<file path="config.mk">
export PLATFORM = sky130hd
export DESIGN_NAME = stopwatch_timebase
export DESIGN_NICKNAME = d
export VERILOG_FILES = /design/src/rtl/stopwatch_timebase.sv
export SDC_FILE = /design/constraint.sdc
export NUM_CORES = 1
export LEC_CHECK = 0
export ABC_AREA = 1
export CAP_MARGIN = 30
export CORE_ASPECT_RATIO = 0.75
export CORE_MARGIN = 3
export CORE_UTILIZATION = 35
export DETAILED_ROUTE_END_ITERATION = 8
export HOLD_SLACK_MARGIN = 0.12
export PLACE_DENSITY_LB_ADDON = 0.12
export SETUP_SLACK_MARGIN = 0.02
export SLEW_MARGIN = 5
export SYNTH_ARGS = -nofsm -noshare
export SYNTH_HDL_FRONTEND = slang
export SYNTH_SLANG_ARGS = --single-unit
</file>
<file path="constraint.sdc">
create_clock -name clk -period 3.6 [get_ports clk]
set_clock_uncertainty 0.05 [all_clocks]
set_input_delay 0.72 -clock clk [delete_from_list [all_inputs] [get_ports clk]]
set_output_delay 0.72 -clock clk [all_outputs]
set_load 0.01 [all_outputs]
</file>
<file path="src/rtl/stopwatch_timebase.sv">
// rtl/stopwatch_timebase.sv - stopwatch core: tick prescaler, cascaded BCD cs/sec/min counters, lap freeze
//
// Ports:
//   clk        system clock, rising edge
//   reset      asynchronous active-low reset
//   start_stop one-cycle pulse, toggles running
//   clear      one-cycle pulse, zeroes prescaler, count, overflow and freeze
//   lap        one-cycle pulse, toggles display freeze (captures live count when freezing)
//   running    high while counting
//   frozen     high while the BCD outputs show the lap hold registers
//   cs_bcd     centiseconds, two BCD digits
//   sec_bcd    seconds, two BCD digits
//   min_bcd    minutes, two BCD digits
//   tick_cs    one-cycle pulse on each live centisecond increment
//   tick_sec   one-cycle pulse on each live seconds increment
//   tick_min   one-cycle pulse on each live minutes increment
//   overflow   sticky, set when the count passes MAX_MIN:59:99
module stopwatch_timebase #(
    parameter int CLK_HZ  = 50_000_000,
    parameter int TICK_HZ = 100,
    parameter int MAX_MIN = 99,
    parameter int WRAP    = 1
) (
    input  logic       clk,
    input  logic       reset,
    input  logic       start_stop,
    input  logic       clear,
    input  logic       lap,
    output logic       running,
    output logic       frozen,
    output logic [7:0] cs_bcd,
    output logic [7:0] sec_bcd,
    output logic [7:0] min_bcd,
    output logic       tick_cs,
    output logic       tick_sec,
    output logic       tick_min,
    output logic       overflow
);

    localparam int DIV = CLK_HZ / TICK_HZ;
    localparam int PW  = (DIV > 1) ? $clog2(DIV) : 1;
    localparam logic [PW-1:0] PRESC_LAST  = PW'(DIV - 1);
    localparam logic [7:0]    MAX_MIN_BCD = 8'(((MAX_MIN / 10) * 16) + (MAX_MIN % 10));
    localparam bit            WRAP_EN     = (WRAP != 0);

    logic [PW-1:0] presc_q, presc_d;
    logic [7:0]    cs_q, cs_d, sec_q, sec_d, min_q, min_d;
    logic [7:0]    hold_cs_q, hold_cs_d, hold_sec_q, hold_sec_d, hold_min_q, hold_min_d;
    logic          running_q, running_d, frozen_q, frozen_d, overflow_q, overflow_d;
    logic          tick_cs_q, tick_cs_d, tick_sec_q, tick_sec_d, tick_min_q, tick_min_d;
    logic          tc, cs_wrap, sec_wrap, ovf_evt, ss_allowed;

    // Two-digit BCD increment; callers handle the 99/59 wrap themselves.
    function automatic logic [7:0] bcd_inc(input logic [7:0] v);
        if (v[3:0] == 4'd9) begin
            return {v[7:4] + 4'd1, 4'd0};
        end
        return {v[7:4], v[3:0] + 4'd1};
    endfunction

    assign tc       = running_q && (presc_q == PRESC_LAST);
    assign cs_wrap  = (cs_q == 8'h99);
    assign sec_wrap = (sec_q == 8'h59);
    assign ovf_evt  = tc && cs_wrap && sec_wrap && (min_q == MAX_MIN_BCD);
    // A saturated stopwatch only restarts after clear; a coincident clear unlocks it.
    assign ss_allowed = WRAP_EN || !overflow_q || clear;

    always_comb begin
        presc_d    = presc_q;
        cs_d       = cs_q;
        sec_d      = sec_q;
        min_d      = min_q;
        hold_cs_d  = hold_cs_q;
        hold_sec_d = hold_sec_q;
        hold_min_d = hold_min_q;
        running_d  = running_q;
        frozen_d   = frozen_q;
        overflow_d = overflow_q;
        tick_cs_d  = 1'b0;
        tick_sec_d = 1'b0;
        tick_min_d = 1'b0;

        if (start_stop && ss_allowed) begin
            running_d = !running_q;
        end

        if (tc) begin
            presc_d = '0;
        end else if (running_q) begin
            presc_d = presc_q + PW'(1);
        end

        if (ovf_evt) begin
            overflow_d = 1'b1;
            if (WRAP_EN) begin
                cs_d       = 8'h00;
                sec_d      = 8'h00;
                min_d      = 8'h00;
                tick_cs_d  = 1'b1;
                tick_sec_d = 1'b1;
                tick_min_d = 1'b1;
            end else begin
                running_d = 1'b0;
            end
        end else if (tc) begin
            tick_cs_d = 1'b1;
            cs_d      = cs_wrap ? 8'h00 : bcd_inc(cs_q);
            if (cs_wrap) begin
                tick_sec_d = 1'b1;
                sec_d      = sec_wrap ? 8'h00 : bcd_inc(sec_q);
                if (sec_wrap) begin
                    tick_min_d = 1'b1;
                    min_d      = bcd_inc(min_q);
                end
            end
        end

        if (lap) begin
            if (!frozen_q) begin
                hold_cs_d  = cs_q;
                hold_sec_d = sec_q;
                hold_min_d = min_q;
                frozen_d   = 1'b1;
            end else begin
                frozen_d = 1'b0;
            end
        end

        // clear overrides any coincident increment or lap; running is left alone.
        if (clear) begin
            presc_d    = '0;
            cs_d       = 8'h00;
            sec_d      = 8'h00;
            min_d      = 8'h00;
            overflow_d = 1'b0;
            frozen_d   = 1'b0;
            tick_cs_d  = 1'b0;
            tick_sec_d = 1'b0;
            tick_min_d = 1'b0;
        end
    end

    always_ff @(posedge clk or negedge reset) begin
        if (!reset) begin
            presc_q    <= '0;
            cs_q       <= 8'h00;
            sec_q      <= 8'h00;
            min_q      <= 8'h00;
            hold_cs_q  <= 8'h00;
            hold_sec_q <= 8'h00;
            hold_min_q <= 8'h00;
            running_q  <= 1'b0;
            frozen_q   <= 1'b0;
            overflow_q <= 1'b0;
            tick_cs_q  <= 1'b0;
            tick_sec_q <= 1'b0;
            tick_min_q <= 1'b0;
        end else begin
            presc_q    <= presc_d;
            cs_q       <= cs_d;
            sec_q      <= sec_d;
            min_q      <= min_d;
            hold_cs_q  <= hold_cs_d;
            hold_sec_q <= hold_sec_d;
            hold_min_q <= hold_min_d;
            running_q  <= running_d;
            frozen_q   <= frozen_d;
            overflow_q <= overflow_d;
            tick_cs_q  <= tick_cs_d;
            tick_sec_q <= tick_sec_d;
            tick_min_q <= tick_min_d;
        end
    end

    assign running  = running_q;
    assign frozen   = frozen_q;
    assign overflow = overflow_q;
    assign tick_cs  = tick_cs_q;
    assign tick_sec = tick_sec_q;
    assign tick_min = tick_min_q;
    assign cs_bcd   = frozen_q ? hold_cs_q  : cs_q;
    assign sec_bcd  = frozen_q ? hold_sec_q : sec_q;
    assign min_bcd  = frozen_q ? hold_min_q : min_q;

endmodule
</file>
# Word level (Yosys, flattened, before mapping)
# Cells that the tools add are included.
# word_totals
latch_bits	0
ff_bits	73
mem_bits_ro	0
ram_bits	0
memories	0
# op_classes
n_mux	55
bitwise	0
n_addsub	7
div	0
shift	0
n_eq_ne	7
multipliers	0
reduce_logical	19
magnitude_cmp	0
# ops
op	count
8-bit 2-to-1 mux	23
19-bit 2-to-1 mux	3
1-bit 2-to-1 mux	29
4-bit by 1-bit adder with 4-bit output (second input constant)	6
19-bit by 1-bit adder with 19-bit output (second input constant)	1
19-bit == test (second input constant)	1
8-bit == test (second input constant)	2
3-bit nonzero test	5
4-bit == test (second input constant)	3
8-bit by 7-bit == test with 1-bit output (second input constant)	1
4-bit nonzero test	2
3-bit AND reduction	2
1-bit logical AND	4
2-bit AND reduction	2
4-bit AND reduction	1
2-bit nonzero test	2
1-bit zero test	1

# Longest topological paths before layout
# Gate-level depths: netlist of the first run.
# logic_depth
word_depth	12
depth_mapped	9
ltp_nobuf	9

# Least setup slack after synthesis of the first run
# Ideal clock, no wire load.
# synth_timing
kind	reg2out
from	register frozen_q, in the netlist frozen
to	output port cs_bcd[0]
stages_incl_launch_ff	4
arrival_ns	1.025
required_time_ns	2.830
path_slack_ns	1.805
path_cell_list	dfrtp_1 > clkbuf_1 > nor2_1 > a21oi_1
# synth_via
elab_chain_len	1
# synth_rtl
element	line	rtl
start, declared	49	logic running_q, running_d, frozen_q, frozen_d, overflow_q, overflow_d;
start signal, assigned	167	frozen_q <= frozen_d;
8-bit 2-to-1 mux	-	
end, declared	31	output logic [7:0] cs_bcd,
# No other way between the ends.

# Final worst setup path of the first run
# layout_timing
from	register frozen_q, in the netlist frozen
to	output port cs_bcd[6]
# The elaborated chain is that of the path after synthesis.

==> results of run 1 <==
layer usage:
metal  GRT usage  share of wire  vias up
li1            -              -     1678
met1      0.2472           0.54     1538
met2      0.2054           0.40       65
met3     0.04079          0.049       11
met4     0.04506          0.013        0
met5           0              0        -
placed cells by master (no fill, tap or decap), types with 2 or more instances in the layout:
cell,count
inv_2,5
nand2_1,113
xor2_1,11
bufinv_16,2
nor3_1,5
nand4_1,5
mux2_2,20
nor3b_1,4
nor3_4,3
o21ai_1,16
o22ai_1,3
nand2_2,4
inv_1,46
clkinv_2,2
nor2_8,2
clkdlybuf4s50_1,33
o21bai_1,2
nand3_2,2
nor2_4,3
nand3_1,34
ha_1,13
o21ai_0,33
a21oi_1,16
nor2_1,53
buf_4,4
nor2_2,6
clkinv_4,2
dfrtp_1,73
clkbuf_16,9
final cells by class:
cell class / instances / area (um^2)
fill: 1095 / 6240
multi-input combinational: 356 / 2003
sequential: 73 / 1827
timing repair buffer: 38 / 387.9
clock buffer: 9 / 225.2
inverter: 52 / 195.2
tap: 140 / 175.2
clock inverter: 7 / 95.09
worst reg2reg max path: stages (launching register included):
cell     delay (ns)
dfrtp_1        0.38
ha_1           0.18
nand3_1        0.16
nor2_1         0.20
nand3_1        0.13
nand2_2        0.30
nand2_1        0.20
nand2_1        0.11
o21ai_0        0.08
registers in the layout (all words and copies together), names as in the netlist:
signal	cells
running	1
tick_cs	1
cs_q	8
tick_sec	1
min_q	8
sec_q	8
overflow	1
hold_sec_q	8
tick_min	1
presc_q	19
hold_cs_q	8
frozen	1
hold_min_q	8
path summary, 6_finish.rpt:
check	start	end	slack, ns	cells past startpoint
min	reset	hold_sec_q[3]	0.20	1
max reg2reg	presc_q[0]	sec_q[6]	1.70	8
max in group asynchronous	reset	presc_q[8]	2.74	2
min in group clk	sec_q[7]	sec_q[7]	0.45	2
max	frozen	cs_bcd[6]	0.69	4
min reg2reg	sec_q[7]	sec_q[7]	0.45	2
cells by family (layout without fill, tap and decap cells):
family	after synthesis	count (layout)	synth area share
AND/OR/NAND/NOR	238	238	0.2770
AO/OA/AOI/OAI	73	73	0.09407
flip-flops	73	73	0.4488
buffers and inverters	63	106	0.05902
multiplexers	20	20	0.05533
adder cells (fa/ha/maj)	13	13	0.03996
XOR/XNOR	12	12	0.02582
power groups by stage:
stage               registers [mW]  logic (mW)  clock network (mW)
detailed placement           0.924       0.223                   0
global placement             0.923       0.221                   0
CTS                          0.909       0.224               0.993
floorplan                    0.908       0.140                   0
global route                 0.918       0.255                1.03
finish                       0.909       0.223               0.957
==> metrics, run 1 <==
cts hold-fix bufs=0; PwrDens=between 400 and 500 mW/mm^2; area leader, netlist=dfrtp_1; Fmax=about 0.34 GHz; router iterations before antenna repair=4; H-tree depth=3; DP Worst Slack=1.045 ns; CP max-delay cell=dfrtp_1; post-synthesis sequential area ratio=0.4488; Seq pwr share=0.435; outcome=completed; WL/cell=about 14 um; CP Data Arrival Time=roughly 2.1 ns; crit path kind=reg2out; CTS root buf=clkbuf_16; Setup Buffers After CTS=0; Vias/cell=a little under 5; ys flop type=dfrtp_1; Setup crit start kind=register; Syn Nets=510; drt total wl=9161 um; post-place instance area=0.004561 mm^2; largest net degree at the start of global routing=74; Post-Synthesis Cells=492; overall routing resource usage=0.1561; first-pass GRT wire length=around 16000 um; critical-path maximum fanout=37; Final nets=548; Final min period=between 2 and 3 ns; Setup crit end kind=primary output; Final setup viols=0; CTS Buf Count=9; Layout area overhead=20.60%; RD Place Congestion=slightly above 0.9; critical path required time=around 2.8 ns; Slew Viols, Final=0; Worst-Skew Late Latency=about 0.34 ns; synth unique cells=34; Core Util, Final=0.4403; die width=around 130 um; Top Ports=35; cell breakdown of the critical path=buf_4 -> nand2_1 -> o21ai_0 -> clkdlybuf4s50_1; Die H=slightly below 100 um; Sw Pwr=between 0.5 and 0.6 mW; combinational share of power=0.107; most used standard cell by instance count after synthesis=nand2_1; Via Count=approximately 3300; Max IR drop VDD=between 0.00015 and 0.0002 V; Post-Synthesis Mean Instance Area=slightly above 8 um^2; vias in the first global route=~3100; Yosys top cell area share=0.4488; Relative slew margins=0.7307; final instance area=a little under 0.005 mm^2; Post-Layout Cell Count=between 600 and 700; n_diodes=0; static leakage=2.160 nW; core area=roughly 0.011 mm^2; worst hold path type=in2async; Routed Antenna Nets=0; Async S/R FF share, synth=1.000; worst hold slack=between 0.15 and 0.2 ns; clock network power share=0.458; total power=2.088 mW; Hold Vio Cnt, Final=0; DRC=0; share of layout cells above drive strength 1=0.1290; Worst Tran Pin Value=~0.40 ns; Initial Utilization=0.3651; CTS clk-pin slew, worst paths=~0.06 ns; IO buf count=34; CTS resizes=0; top post-synthesis cells by count=nand2_1, dfrtp_1, nor2_1; dpl hpwl=6704 um; EDFF count, synth=0; Switching Share=0.2503; initial antenna violation count=0; initial DRC count=180; setup_tns=0 ns; slowest cell delay on critical path=0.59 ns; Max Cap Violations=0; CP delay by family, top=buffers and inverters; Yosys warnings=0; Sink Count=73; aggregate global routing overflow=0; Crit path buffers/inverters=2; Synth Register Bits=73; placed insts=between 600 and 700; Pint=between 1.5 and 2 mW; Synth Cell Area=0.004070 mm^2; TritonCTS clock tree=done; Clock Path Buffers=2; die footprint=approximately 0.013 mm^2; RSZ-0062 raised after global routing=false; synth top area cells=dfrtp_1, nand2_1, mux2_2, nor2_1, inv_1; fraction of the cycle the final worst path needs=0.8095; worst setup margin=0.6858 ns; FP Rows=33
(Power assumes the default switching activity.)
==> inputs of run 2 (changes only) <==
==> constraint.sdc (replaced) <==
create_clock -name clk -period 2.6 [get_ports clk]
set_clock_uncertainty 0.05 [all_clocks]
set_input_delay 0.52 -clock clk [delete_from_list [all_inputs] [get_ports clk]]
set_output_delay 0.52 -clock clk [all_outputs]
set_load 0.01 [all_outputs]
==> run 2 against run 1 <==
  * Final cell count is 0.44% higher
  * First-iteration DRC count is 2.2% lower
  * Register-to-register slack worse by 0.98 ns
  * Non-clock buffer count is 3 higher
  * Count of clock-buffer cells in the layout up 1
  * Worst setup slack lost 0.46 ns
  * Cell area is 1.3% higher
  * Via count increased by 0.91%
  * Wire length rose by 4.1%
  * Critical path type unchanged
  * Largest cell class unchanged
==> metrics, run 2 (synthesis gave the netlist of run 1 again) <==
Via Count=around 3300; critical path required time=2.03 ns; share of layout cells above drive strength 1=0.1320; CTS Buf Count=9; overall routing resource usage=0.1584; cell breakdown of the critical path=buf_12 -> o21ai_0 -> clkdlybuf4s50_1; commonest non-fill, non-tap cell in the layout=nand2_1; Setup crit start kind=register; setup_tns=0 ns; Vias/cell=4.900; slowest cell delay on critical path=0.60 ns; grt met1 use=0.2469; initial DRC count=between 150 and 200; router iterations before antenna repair=4; WL/cell=around 14 um; Final setup viols=0; Initial Utilization=0.3651; FP Rows=33; Relative slew margins=0.7188; post-place instance area=between 0.004 and 0.005 mm^2; FF/Latch Area=~0.0018 mm^2; Hold Vio Cnt, Final=0; max reg flops=19; static leakage=between 2 and 2.5 nW; first-pass GRT wire length=approximately 16000 um; Final min period=roughly 2.4 ns; Max IR drop VDD=between 0.0003 and 0.0004 V; total power=3.051 mW; CTS clk-pin slew, worst paths=0.06 ns; die footprint=0.01297 mm^2; Final nets=around 550; H-tree depth=3; critical-path maximum fanout=~50; Worst Tran Pin Value=~0.42 ns; Slew Viols, Final=0; Fmax=roughly 0.42 GHz; commonest non-fill, non-tap cells in the layout=nand2_1, dfrtp_1, nor2_1; final instance area=a little under 0.005 mm^2; CP max-delay cell=clkdlybuf4s50_1; drt total wl=9533 um; Core Util, Final=0.4460; Top Ports=35; worst hold path type=reg2reg; PwrDens=613.6 mW/mm^2; Routed Antenna Nets=0; Setup crit end kind=primary output; CTS root buf=clkbuf_16; Max Cap Violations=0; IO buf count=34; worst hold slack=between 0.4 and 0.5 ns; fraction of the cycle the final worst path needs=0.9139; crit path kind=reg2out; CP Data Arrival Time=1.81 ns; TritonCTS clock tree=done; GRT met3 Usage=0.04187; die width=around 130 um; core area=0.01115 mm^2; grt met2 use=0.2136; Clock Path Buffers=2; dpl hpwl=7017 um; outcome=completed; Die H=99.39 um; RD Place Congestion=0.9169; fillers=approximately 1100; DRC=0; vias in the first global route=between 3000 and 4000; Sink Count=73; Worst-Skew Late Latency=0.33 ns; n_diodes=0; Top reg by flops=presc_q; RSZ-0062 raised after global routing=false; initial antenna violation count=0; Layout area overhead=22.16%; grt peak-use layer=met1; area occupied by multi-input gates=0.002003 mm^2; aggregate global routing overflow=0; largest net degree at the start of global routing=52
==> run 2: where the power goes <==
part / switching (mW) / internal, mW
registers: 0.0599 / 1.20
logic: 0.186 / 0.140
clock network: 0.500 / 0.967
total: 0.746 / 2.30
==> run 2: final cells by class <==
class                   count  area share
flip-flops and latches     73      0.3674
multi-input cells         356      0.4029
inverters                  52     0.03926
clock buffers              10     0.04806
repair buffers             41     0.08405
well taps                 140     0.03523
clock inverters             6     0.02315
==> run 2: stage by stage <==
stage / setup WS (ns) / cells
2_1_floorplan: 1.005 / 492
3_3_place_gp: 0.4192 / 661
3_5_place_dp: 0.3641 / 661
4_1_cts: 0.2066 / 678
5_1_grt: 0.1309 / 678
6_report: 0.2240 / 678
==> run 2: repair_timing <==
action / in CTS / in global routing
hold endpoints to repair: 29 / 0
hold buffers: 1 / 0
resized for setup: 0 / 0
setup buffers: 0 / 0
==> run 2: worst paths after layout <==
path / depth (start not counted) / slack [ns] / start / end
max in group asynchronous: 3 / 1.29 / reset / presc_q[2]
setup reg to reg: 9 / 0.72 / sec_q[1] / min_q[5]
setup / recovery: 3 / 0.22 / frozen / cs_bcd[5]
hold / removal: 2 / 0.44 / sec_q[7] / sec_q[7]
min in group asynchronous: 2 / 0.62 / reset / hold_sec_q[3]
hold reg to reg: 2 / 0.44 / sec_q[7] / sec_q[7]
==> run 2: worst max-delay path: cells and delay by family (launching register included) <==
family                 cells  cell delay [ns]
buffers and inverters      2             0.78
flip-flops                 1             0.39
AO/OA/AOI/OAI              1             0.27
==> run 2: layer usage <==
| layer | up-vias | part of all wire |
|---|---|---|
| met3 | 6 | 0.044 |
| met4 | 0 | 0.0058 |
| li1 | 1693 | - |
| met1 | 1549 | 0.54 |
| met5 | - | 0 |
| met2 | 74 | 0.41 |
